<file path="config.mk">
export PLATFORM = sky130hd
export DESIGN_NAME = dh_exchange_ctrl
export DESIGN_NICKNAME = d
export VERILOG_FILES = /design/src/rtl/dh_pkg.sv /design/src/rtl/dh_watchdog.sv /design/src/rtl/dh_exchange_ctrl.sv
export SDC_FILE = /design/constraint.sdc
export NUM_CORES = 1
export LEC_CHECK = 0
export ABC_AREA = 0
export CAP_MARGIN = 20
export CORE_AREA = 5 5 160 162
export DETAILED_ROUTE_END_ITERATION = 10
export DIE_AREA = 0 0 165 167
export PLACE_DENSITY_LB_ADDON = 0.12
export SYNTH_ARGS = -nofsm -noshare
export SYNTH_HDL_FRONTEND = slang
export SYNTH_SLANG_ARGS = --single-unit
export TNS_END_PERCENT = 20
</file>
<file path="constraint.sdc">
create_clock -name clk -period 19.3 [get_ports clk]
set_input_delay 5.79 -clock clk [delete_from_list [all_inputs] [get_ports clk]]
set_output_delay 5.79 -clock clk [all_outputs]
set_load 0.03 [all_outputs]
</file>
<file path="src/rtl/dh_pkg.sv">
// Shared types and constants for the Diffie-Hellman exchange sequencer.
package dh_pkg;

  localparam int DH_W = 32;

  typedef enum logic [3:0] {
    IDLE,
    RA_REQ,
    RA_WAIT,
    RB_REQ,
    RB_WAIT,
    KA_REQ,
    KA_WAIT,
    KB_REQ,
    KB_WAIT,
    FIN
  } dh_state_e;

  localparam logic [1:0] DH_ERR_NONE   = 2'd0;
  localparam logic [1:0] DH_ERR_BADMOD = 2'd1;
  localparam logic [1:0] DH_ERR_TMO    = 2'd2;
  localparam logic [1:0] DH_ERR_KEYMIS = 2'd3;

  function automatic logic is_wait(input dh_state_e s);
    return (s == RA_WAIT) || (s == RB_WAIT) || (s == KA_WAIT) || (s == KB_WAIT);
  endfunction

endpackage

</file>
<file path="src/rtl/dh_watchdog.sv">
// Engine-latency watchdog: up-counter cleared per request, counts while waiting,
// flags expiry on the TMO-th waiting cycle after the engine start.
module dh_watchdog #(
  parameter int TMO = 1024
) (
  input  logic clk,
  input  logic rst,
  input  logic clr,
  input  logic en,
  output logic expired
);

  localparam int CW = $clog2(TMO + 1);

  logic [CW-1:0] cnt_q;

  // the request cycle itself is cycle 0, so waiting cycle k sees cnt_q == k-1
  assign expired = en && (cnt_q == CW'(TMO - 1));

  always_ff @(posedge clk or posedge rst) begin
    if (rst) begin
      cnt_q <= '0;
    end else if (clr) begin
      cnt_q <= '0;
    end else if (en && !expired) begin
      cnt_q <= cnt_q + CW'(1);
    end
  end

endmodule

</file>
<file path="src/rtl/dh_exchange_ctrl.sv">
// Sequences RA, RB, KA, KB exponentiations over one shared mod-exp engine.
// Optional DH_KEY_CHECK_EN adds a ka/kb agreement check reported as err=3.
//
//   state   | meaning
//   IDLE    | waiting for st; operands latched and modulus checked on accept
//   X_REQ   | one-cycle engine start for exponentiation X (RA, RB, KA, KB)
//   X_WAIT  | operands held, watchdog running, waiting for eng_done
//   FIN     | done pulse, then back to IDLE
module dh_exchange_ctrl
  import dh_pkg::*;
#(
  parameter int W   = DH_W,
  parameter int TMO = 1024
) (
  input  logic         clk,
  input  logic         rst,
  input  logic         st,
  input  logic [W-1:0] g,
  input  logic [W-1:0] p,
  input  logic [W-1:0] xa,
  input  logic [W-1:0] xb,
  output logic         busy,
  output logic         done,
  output logic [W-1:0] ra,
  output logic [W-1:0] rb,
  output logic [W-1:0] ka,
  output logic [W-1:0] kb,
  output logic [1:0]   err,
  output logic         eng_st,
  output logic [W-1:0] eng_base,
  output logic [W-1:0] eng_exp,
  output logic [W-1:0] eng_mod,
  input  logic [W-1:0] eng_res,
  input  logic         eng_done
);

  dh_state_e state_q, state_d;

  logic [W-1:0] g_q, p_q, xa_q, xb_q;
  logic [W-1:0] ra_q, rb_q, ka_q, kb_q;
  logic [1:0]   err_q;
  logic         wd_clr, wd_en, wd_exp;
  logic         bad_mod;

  assign bad_mod = (p < W'(2));

  dh_watchdog #(.TMO(TMO)) u_watchdog (
    .clk     (clk),
    .rst     (rst),
    .clr     (wd_clr),
    .en      (wd_en),
    .expired (wd_exp)
  );

  always_ff @(posedge clk or posedge rst) begin
    if (rst) begin
      state_q <= IDLE;
    end else begin
      state_q <= state_d;
    end
  end

  always_comb begin
    state_d  = state_q;
    busy     = 1'b0;
    done     = 1'b0;
    eng_st   = 1'b0;
    eng_base = '0;
    eng_exp  = '0;
    eng_mod  = '0;
    wd_clr   = 1'b0;
    wd_en    = 1'b0;

    unique case (state_q)
      RA_REQ, RA_WAIT: begin eng_base = g_q;  eng_exp = xa_q; end
      RB_REQ, RB_WAIT: begin eng_base = g_q;  eng_exp = xb_q; end
      KA_REQ, KA_WAIT: begin eng_base = rb_q; eng_exp = xa_q; end
      KB_REQ, KB_WAIT: begin eng_base = ra_q; eng_exp = xb_q; end
      default: ;
    endcase

    unique case (state_q)
      IDLE: begin
        if (st) state_d = bad_mod ? FIN : RA_REQ;
      end
      RA_REQ, RB_REQ, KA_REQ, KB_REQ: begin
        busy    = 1'b1;
        eng_st  = 1'b1;
        eng_mod = p_q;
        wd_clr  = 1'b1;
        state_d = dh_state_e'(state_q + 4'd1);
      end
      RA_WAIT, RB_WAIT, KA_WAIT, KB_WAIT: begin
        busy    = 1'b1;
        eng_mod = p_q;
        wd_en   = 1'b1;
        // a completion landing on the expiry cycle still counts as success
        if (eng_done)    state_d = dh_state_e'(state_q + 4'd1);
        else if (wd_exp) state_d = FIN;
      end
      FIN: begin
        done    = 1'b1;
        state_d = IDLE;
      end
      default: state_d = IDLE;
    endcase
  end

  always_ff @(posedge clk or posedge rst) begin
    if (rst) begin
      g_q   <= '0;
      p_q   <= '0;
      xa_q  <= '0;
      xb_q  <= '0;
      ra_q  <= '0;
      rb_q  <= '0;
      ka_q  <= '0;
      kb_q  <= '0;
      err_q <= DH_ERR_NONE;
    end else if (state_q == IDLE) begin
      if (st) begin
        g_q   <= g;
        p_q   <= p;
        xa_q  <= xa;
        xb_q  <= xb;
        ra_q  <= '0;
        rb_q  <= '0;
        ka_q  <= '0;
        kb_q  <= '0;
        err_q <= bad_mod ? DH_ERR_BADMOD : DH_ERR_NONE;
      end
    end else if (is_wait(state_q)) begin
      if (eng_done) begin
        unique case (state_q)
          RA_WAIT: ra_q <= eng_res;
          RB_WAIT: rb_q <= eng_res;
          KA_WAIT: ka_q <= eng_res;
          KB_WAIT: begin
            kb_q <= eng_res;
`ifdef DH_KEY_CHECK_EN
            // resolved here so err is already valid alongside done in FIN
            if ((eng_res != ka_q) && (err_q == DH_ERR_NONE)) err_q <= DH_ERR_KEYMIS;
`endif
          end
          default: ;
        endcase
      end else if (wd_exp) begin
        err_q <= DH_ERR_TMO;
      end
    end
  end

  assign ra  = ra_q;
  assign rb  = rb_q;
  assign ka  = ka_q;
  assign kb  = kb_q;
  assign err = err_q;

endmodule
</file>
-- Yosys cells after proc, flatten, opt, wreduce, memory -nomap -nowiden
Index checks and enable logic that the tools add are counted.
- register bits after elaboration: 273
- input bits: 164
- output and inout bits: 229
- logic and storage cells: 94
- add/subtract/negate cells: 2
- $lt $le $gt $ge: 1
- equal/unequal tests: 13
- muxes and demuxes: 37
- reductions and logical operators: 30
- operator list (operator ; number):
    32-bit two-way mux ; 18
    32-bit one-hot mux with 3 select lines ; 1
    32-bit one-hot mux with 2 select lines ; 1
    32-bit by 2-bit less-than comparator with 1-bit output (second input constant) ; 1
    11-bit two-way mux ; 2
    4-bit AND reduction ; 5
    4-bit OR reduction ; 5
    4-bit by 3-bit equality test with 1-bit output (second input constant) ; 4
    4-bit two-way mux ; 4
    2-bit nonzero test ; 8
    4-bit one-hot mux with 3 select lines ; 1
    11-bit by 1-bit adder with 11-bit output (second input constant) ; 1
    11-bit by 10-bit equality test with 1-bit output (second input constant) ; 1
    2-bit two-way mux ; 5
    4-bit by 2-bit equality test with 1-bit output (second input constant) ; 2
    4-bit equality test (second input constant) ; 2
    8-bit OR reduction ; 1
    1-bit two-way mux ; 5
    4-bit by 1-bit adder with 4-bit output (second input constant) ; 1
    4-bit by 1-bit equality test with 1-bit output (second input constant) ; 1
    4-bit zero test ; 1
    2-bit AND reduction ; 2
    2-bit OR reduction ; 2
    1-bit logical OR ; 3
    5 further kinds ; 6

-- Depth between registers and ports, before layout
Gate-level depths: netlist of run 1.
- depth in word-level cells: 8
- mapped depth: 9
- depth with buffers taken out: 7

-- By module
Synthesis of run 1 repeated with hierarchy kept, for this count alone.
- cells, all modules: 1015
- area total of the unflattened synthesis: 12135.4 um^2
- modules (own cells, without submodules) (module ; times used ; cells each ; area an instance (um^2)):
    dh_exchange_ctrl ; 1 ; 952 ; 11548.6
    dh_watchdog ; 1 ; 63 ; 586.8

-- Least setup slack after synthesis of run 1
OpenSTA, ideal clock, no wires.
- path type: flip-flop to output port
- start: reg state_q[0]
- end: out eng_mod[22]
- arrival: 2.110 ns
- data required time: 13.510 ns
- slack: 11.400 ns
- stages on the path, launching flop included: 9
- cells stage by stage: dfrtp_1 inv_1 ha_1 buf_4 nand3b_1 o21a_2 nand2_1 clkbuf_1 and2_1
- longest elaborated chain between the ends: 3
- ends and longest elaborated chain (element ; line ; text):
    from (decl) ; dh_exchange_ctrl.sv:37 ; dh_state_e state_q, state_d;
    from (signal assigned) ; dh_exchange_ctrl.sv:59 ; state_q <= state_d;
    4-bit by 2-bit equality test with 1-bit output, or another cell as far along ; dh_exchange_ctrl.sv:82 ; unique case (state_q)
    8-bit OR reduction (no line) (*) ; - ;
    32-bit two-way mux (*) ; dh_exchange_ctrl.sv:82 ;
    to (decl) ; dh_exchange_ctrl.sv:32 ; output logic [W-1:0] eng_mod,
Mark *: on every way between the ends. The rest lies on a longest branch, timed or not.

-- Worst setup path in the final report of run 1
- start: reg state_q[0]
- end: out eng_base[29]
- longest elaborated chain between the ends: 3
- ends and longest elaborated chain (element ; line ; text):
    4-bit by 2-bit equality test with 1-bit output, or another cell as far along ; dh_exchange_ctrl.sv:74 ; unique case (state_q)
    4-bit OR reduction (no line) / 2-bit OR reduction (equally long branches) ; - ;
    32-bit one-hot mux with 3 select lines (*) ; dh_exchange_ctrl.sv:74 ;
    to (decl) ; dh_exchange_ctrl.sv:30 ; output logic [W-1:0] eng_base,
Marked as above.

==> results.json, run 1 <==
{
  "antennaDiodeCount": 0,
  "max_stage_delay_ns": 0.88,
  "hold_end": "kb[10]$_DFFE_PP0P_",
  "worstPathMaxFanout": 34,
  "ys_ff_latch": 273,
  "core_area_um2": 24000,
  "via_per_inst": 5.37,
  "seq_area_frac_synth": 0.591,
  "finalSetupViolations": 0,
  "cp_cell_sequence": "inv_1 > ha_1 > o21ba_1 > buf_4 > a21oi_1 > o21ai_4 > a222oi_1 > inv_1 > clkdlybuf4s50_1",
  "cp.arrival_ns": 3.94,
  "vias": 9268,
  "die_x_um": 165,
  "finalCritPeriodShare": 0.504,
  "grt_max_degree": 137,
  "area_growth_pct": 45.1,
  "dp_hpwl_mm": 24.6,
  "leakage_nw": 7.25,
  "max_cap_viol_count": 0,
  "outcome": "finished clean",
  "skew_ns": 0.0138,
  "yosys_warnings": 0,
  "cts_setup_buffers": 0,
  "grtUsageTotal": 0.250,
  "nets": 1549,
  "ff_latch_area_um2": 6830,
  "reg2reg_from": "state_q[0]$_DFFE_PP0P_",
  "worstHoldPathCells": 2,
  "cts_max_path_buffers": 3,
  "powerDensity_nw_per_um2": 202,
  "place.gp.congestion": 0.826,
  "synthFlopType": "dfrtp_1",
  "drt_wl_total_mm": 35.1,
  "relSlewSlack": 0.248,
  "drc": 0,
  "min_from": "kb[10]$_DFFE_PP0P_",
  "r2r-end": "g_q[8]$_DFFE_PP0P_",
  "multiInputGateArea_um2": 4290,
  "design_area_um2": 16800,
  "synthArstFlopShare": 1.00,
  "report.final.slew_viol_count": 0,
  "antenna_found_initial": 0,
  "synth.distinct_cells": 46,
  "cts.htree.levels": 1,
  "end_kind": "output pin",
  "clock_latency_ns": 0.54,
  "hp-class": "reg -> reg",
  "clkSinkCount": 273,
  "row_count": 57,
  "nFillCells": 1844,
  "r2r_slack_ns": 14.83,
  "rsz0062_at_grt": "false",
  "portBuffers": 392,
  "ant_nets": 0,
  "firstDrtPassIters": 9,
  "drt_iter0_markers": 785,
  "irDropWorstVdd_mv": 0.133,
  "grt.overflow.total": 0,
  "dieHeight_um": 167,
  "ff2ff_path_depth": 7,
  "grt_pass1_vias": 9436,
  "dieArea_um2": 27600,
  "root_buffer": "clkbuf_16",
  "wl_per_cell_um": 20.3,
  "hold_buffers": 0,
  "finalHoldViolations": 0,
  "drive_gt1_frac": 0.144,
  "min_period_ns": 9.73,
  "synth-edff-count": 0,
  "numCtsBuffers": 30,
  "cts_tree": "built",
  "netlist_area_um2": 11600,
  "tns_ns": 0,
  "io-pin-count": 393,
  "syn_nets": 1179,
  "synthCells": 1010,
  "cts_resized": 0,
  "critPathMostFrequentCell": "inv_1",
  "tightestPinTransition_ns": 1.12,
  "initial_core_util": 0.483,
  "worstSetupPathType": "reg -> out",
  "syn_area_per_cell_um2": 11.5,
  "start_kind": "flip-flop",
  "grt_pass1_wl_mm": 54.2,
  "cp_slowest_cell": "o21ai_4",
  "cp.required_ns": 13.51,
  "placed_area_um2": 15700,
  "clk_pin_slew_worst_paths_ns": 0.06,
  "fmax_mhz": 103
}
## layout make-up
| cell class | instances | area share |
|---|---|---|
| Clock buffer | 49 | 0.0550 |
| Clock inverter | 6 | 0.00798 |
| Inverter | 40 | 0.00940 |
| Multi-Input combinational cell | 631 | 0.256 |
| Sequential cell | 273 | 0.407 |
| Tap cell | 324 | 0.0242 |
| Timing Repair Buffer | 404 | 0.241 |
## cells by family (layout without fill, tap and decap cells)
logic type | count (synthesis) | count (layout) | share of synthesized area
adders and majority gates | 5 | 5 | 0.00541
xor gates and xnor gates | 7 | 7 | 0.00530
DFF | 273 | 273 | 0.591
buffers and inverters | 106 | 499 | 0.0423
and+or+nand+nor | 267 | 267 | 0.102
muxes | 129 | 129 | 0.126
AOI/OAI and AO/OA | 223 | 223 | 0.128
## flip-flops by register name, indices dropped and copies added (netlist names)
| name | count |
|---|---|
| err | 2 |
| g_q | 32 |
| ka | 32 |
| kb | 32 |
| p_q | 32 |
| ra | 32 |
| rb | 32 |
| state_q | 4 |
| u_watchdog.cnt_q | 11 |
| xa_q | 32 |
| xb_q | 32 |
## Yosys cell counts (9+ instances only)
library cell,instances,area (um2)
mux2_2,129,1450
buf_4,12,90.1
nor4_1,9,56.3
a222oi_1,32,320
buf_2,13,65.1
clkbuf_1,37,139
inv_1,40,150
nand2_1,180,676
a22o_1,33,289
and2_1,34,213
nor2_1,13,48.8
dfrtp_1,273,6830
o21ai_0,132,661
## worst max-delay path: cells and delay by family (launching register included)
family | cells | cell delay [ns]
flip-flops | 1 | 0.42
adder cells (fa/ha/maj) | 1 | 0.23
AO/OA/AOI/OAI | 4 | 1.44
buffers and inverters | 4 | 1.29
## per-stage QoR
stage | hold slack [ns] | total power, mW | util | cells | setup WS, ns
global route | 0.499 | 3.58 | 0.700 | 1727 | 9.40
global placement | 0.460 | 2.77 | 0.654 | 1670 | 10.17
finish | 0.477 | 3.40 | 0.700 | 1727 | 9.57
CTS | 0.482 | 3.43 | 0.700 | 1727 | 9.55
detailed placement | 0.469 | 2.81 | 0.656 | 1672 | 10.15
floorplan | 0.472 | 2.06 | - | 1010 | 5.99
## per-layer routing
| layer | share of wire | routed length, um | global-route usage | vias up |
|---|---|---|---|---|
| li1 | - | - | - | 4294 |
| met1 | 0.37 | 13100 | 0.302 | 4525 |
| met2 | 0.50 | 17400 | 0.420 | 379 |
| met3 | 0.10 | 3500 | 0.0818 | 70 |
| met4 | 0.033 | 1140 | 0.0799 | 0 |
| met5 | 0 | 0 | 0 | - |
## layout by cell type, fill, tap and decap left out, types with 2 or more instances in the layout
cell type and instances:
clkbuf_8 8, buf_12 2, o21ai_2 2, buf_4 10, nor2_1 13, nor3_1 8, a222oi_1 32, nand4_1 3
nand2_2 4, a22o_1 33, mux2_2 129, bufinv_16 4, nor2b_1 4, xnor2_1 5, nand2_1 177, o21ai_0 132
nand3b_1 2, xor2_1 2, a21oi_1 6, o211ai_1 2, dfrtp_1 273, clkdlybuf4s50_1 392, o311ai_0 2, and2_1 34
clkbuf_16 31, nand3_1 7, inv_1 39, clkbuf_1 10, ha_1 5, nor4_1 9
## worst max path at each step
stage	from	end	slack [ns]	cells after the start
detailed placement	state_q[0]$_DFFE_PP0P_	eng_base[31]	10.15	9
global placement	state_q[0]$_DFFE_PP0P_	eng_base[31]	10.17	9
global route	state_q[0]$_DFFE_PP0P_	eng_base[29]	9.40	9
CTS	state_q[0]$_DFFE_PP0P_	eng_base[29]	9.55	9
finish	state_q[0]$_DFFE_PP0P_	eng_base[29]	9.57	9
floorplan	rst	err[0]$_DFFE_PP0P_	5.99	1
## power breakdown
part	internal (mW)	total [mW]	switching, mW	leakage [nW]
clock network	0.378	0.602	0.224	0.516
registers	0.828	0.993	0.165	3.39
logic	0.746	1.80	1.06	3.35
No activity file was read; power rests on OpenSTA's default activity.
==> run 2, diff against run 1 <==
--- a/config.mk
+++ b/config.mk
@@ -7,9 +7,9 @@
 export LEC_CHECK = 0
 export ABC_AREA = 0
 export CAP_MARGIN = 20
-export CORE_AREA = 5 5 160 162
+export CORE_AREA = 5 5 174 176
 export DETAILED_ROUTE_END_ITERATION = 10
-export DIE_AREA = 0 0 165 167
+export DIE_AREA = 0 0 179 181
 export PLACE_DENSITY_LB_ADDON = 0.12
 export SYNTH_ARGS = -nofsm -noshare
 export SYNTH_HDL_FRONTEND = slang
==> constraint.sdc (replaced) <==
create_clock -name clk -period 8.89 [get_ports clk]
set_input_delay 2.667 -clock clk [delete_from_list [all_inputs] [get_ports clk]]
set_output_delay 2.667 -clock clk [all_outputs]
set_load 0.03 [all_outputs]
==> run 2 against run 1 <==
Non-clock buffer count is the same. Power grew 120%. Largest power group unchanged. Clock-buffer cell count shrank 5. Critical endpoint is now eng_base[31].
==> results.json, run 2 (synthesis gave the netlist of run 1 again) <==
{
  "rsz0062_at_grt": "false",
  "drt_iter0_markers": 739,
  "max_cap_viol_count": 0,
  "leakage_nw": 7.24,
  "cp.arrival_ns": 3.88,
  "cts_max_path_buffers": 3,
  "end_kind": "output pin",
  "relSlewSlack": 0.303,
  "place.gp.congestion": 0.825,
  "powerDensity_nw_per_um2": 436,
  "finalCritPeriodShare": 0.736,
  "area_growth_pct": 45.7,
  "portBuffers": 392,
  "min_period_ns": 6.54,
  "endpoint": "eng_base[31]",
  "row_count": 62,
  "drt_wl_total_mm": 35.8,
  "cts_setup_buffers": 0,
  "vias": 9142,
  "tns_ns": 0,
  "tightestPinTransition_ns": 1.04,
  "finalSetupViolations": 0,
  "ant_nets": 0,
  "cts_tree": "built",
  "irDropWorstVdd_mv": 0.265,
  "core_area_um2": 28500,
  "worstSetupPathType": "reg -> out",
  "postLayoutCoreUtil": 0.592,
  "report.final.slew_viol_count": 0,
  "skew_ns": 0.0147,
  "numCtsBuffers": 30,
  "hp-class": "reg -> reg",
  "ff2ff_path_depth": 6,
  "drive_gt1_frac": 0.148,
  "clock_latency_ns": 0.55,
  "clk_pin_slew_worst_paths_ns": 0.06,
  "layout_commonest_cell": "clkdlybuf4s50_1",
  "firstDrtPassIters": 6,
  "grtUsageTotal": 0.217,
  "hold_buffers": 0,
  "grt_pass1_vias": 9574,
  "cp-startpoint": "state_q[0]$_DFFE_PP0P_",
  "io-pin-count": 393,
  "root_buffer": "clkbuf_16",
  "finalHoldViolations": 0,
  "drc": 0,
  "die_x_um": 179,
  "dp_hpwl_mm": 25.4,
  "outcome": "finished clean",
  "antenna_found_initial": 3,
  "worstPathMaxFanout": 34,
  "cts_resized": 0,
  "reg2reg_from": "state_q[0]$_DFFE_PP0P_",
  "grt_pass1_wl_mm": 55.6,
  "via_per_inst": 5.11,
  "initial_core_util": 0.406,
  "cts.htree.levels": 1,
  "r2r_slack_ns": 5.64,
  "fmax_mhz": 153,
  "grt_max_degree": 130,
  "cp.required_ns": 6.22,
  "start_kind": "flip-flop",
  "clkSinkCount": 273,
  "r2r-end": "xa_q[8]$_DFFE_PP0P_",
  "nets": 1549,
  "dieArea_um2": 32400,
  "grt.overflow.total": 0,
  "final_cell_mix": "clkdlybuf4s50_1, dfrtp_1, nand2_1",
  "dieHeight_um": 181,
  "wl_per_cell_um": 20.0
}
==> run 2: cell types whose count changed in the layout (fill, tap and decap cells not counted) <==
cell        before  now
clkinv_4         1    0
clkbuf_8         8    9
clkinv_2         1    5
bufinv_16        4    3
inv_8            1    0
clkinvlp_4       0    4
clkbuf_1        10    4
diode_2          0    2
==> run 2: how the worst min path moves through the flow <==
stage,to,slack [ns],cells after the start,from
after detailed placement,kb[9]$_DFFE_PP0P_,0.47,2,kb[9]$_DFFE_PP0P_
final,kb[7]$_DFFE_PP0P_,0.48,2,kb[7]$_DFFE_PP0P_
after CTS,kb[7]$_DFFE_PP0P_,0.48,2,kb[7]$_DFFE_PP0P_
after global routing,kb[22]$_DFFE_PP0P_,0.50,2,kb[22]$_DFFE_PP0P_
after floorplan,p_q[0]$_DFFE_PP0P_,0.47,1,p_q[0]$_DFFE_PP0P_
after global placement,ka[19]$_DFFE_PP0P_,0.46,2,ka[19]$_DFFE_PP0P_
==> run 2: layer usage <==
layer / part of all wire / up-vias / track usage
met4: 0.028 / 2 / 0.0605
met5: 0.00036 / - / 0
met3: 0.085 / 58 / 0.0669
met1: 0.39 / 4466 / 0.272
li1: - / 4287 / -
met2: 0.49 / 329 / 0.363
==> run 2: power breakdown <==
part           internal [mW]  switching (mW)  total, mW
Sequential              1.80           0.365       2.16
Clock                  0.795           0.501       1.30
Combinational           1.61            2.28       3.89
==> run 2: final cells by class <==
type | count | area (um2)
well taps | 384 | 480
clock buffers | 44 | 915
flip-flops and latches | 273 | 6830
multi-input cells | 631 | 4290
clock inverters | 11 | 138
repair buffers | 404 | 4040
inverters | 40 | 154
diodes | 2 | 5.00
fillers | 2453 | 11600
==> run 2: worst max-delay path: stages, from the launching register on <==
cell and delay (ns):
dfrtp_1 0.43, inv_1 0.13, ha_1 0.23, o21ba_1 0.15
buf_4 0.37, a21oi_1 0.13, o21ai_4 0.82, a222oi_1 0.26
inv_1 0.10, clkdlybuf4s50_1 0.72
==> run 2: per-stage QoR <==
stage	instances	cell area, um2	power, mW	setup WS, ns	hold slack (ns)
after floorplan	1010	11600	4.48	2.61	0.472
after global placement	1732	15800	6.06	2.96	0.461
after detailed placement	1732	15800	6.11	2.87	0.469
after CTS	1787	16800	7.43	2.31	0.483
after global routing	1789	16900	7.77	2.16	0.501
final	1789	16900	7.35	2.35	0.476
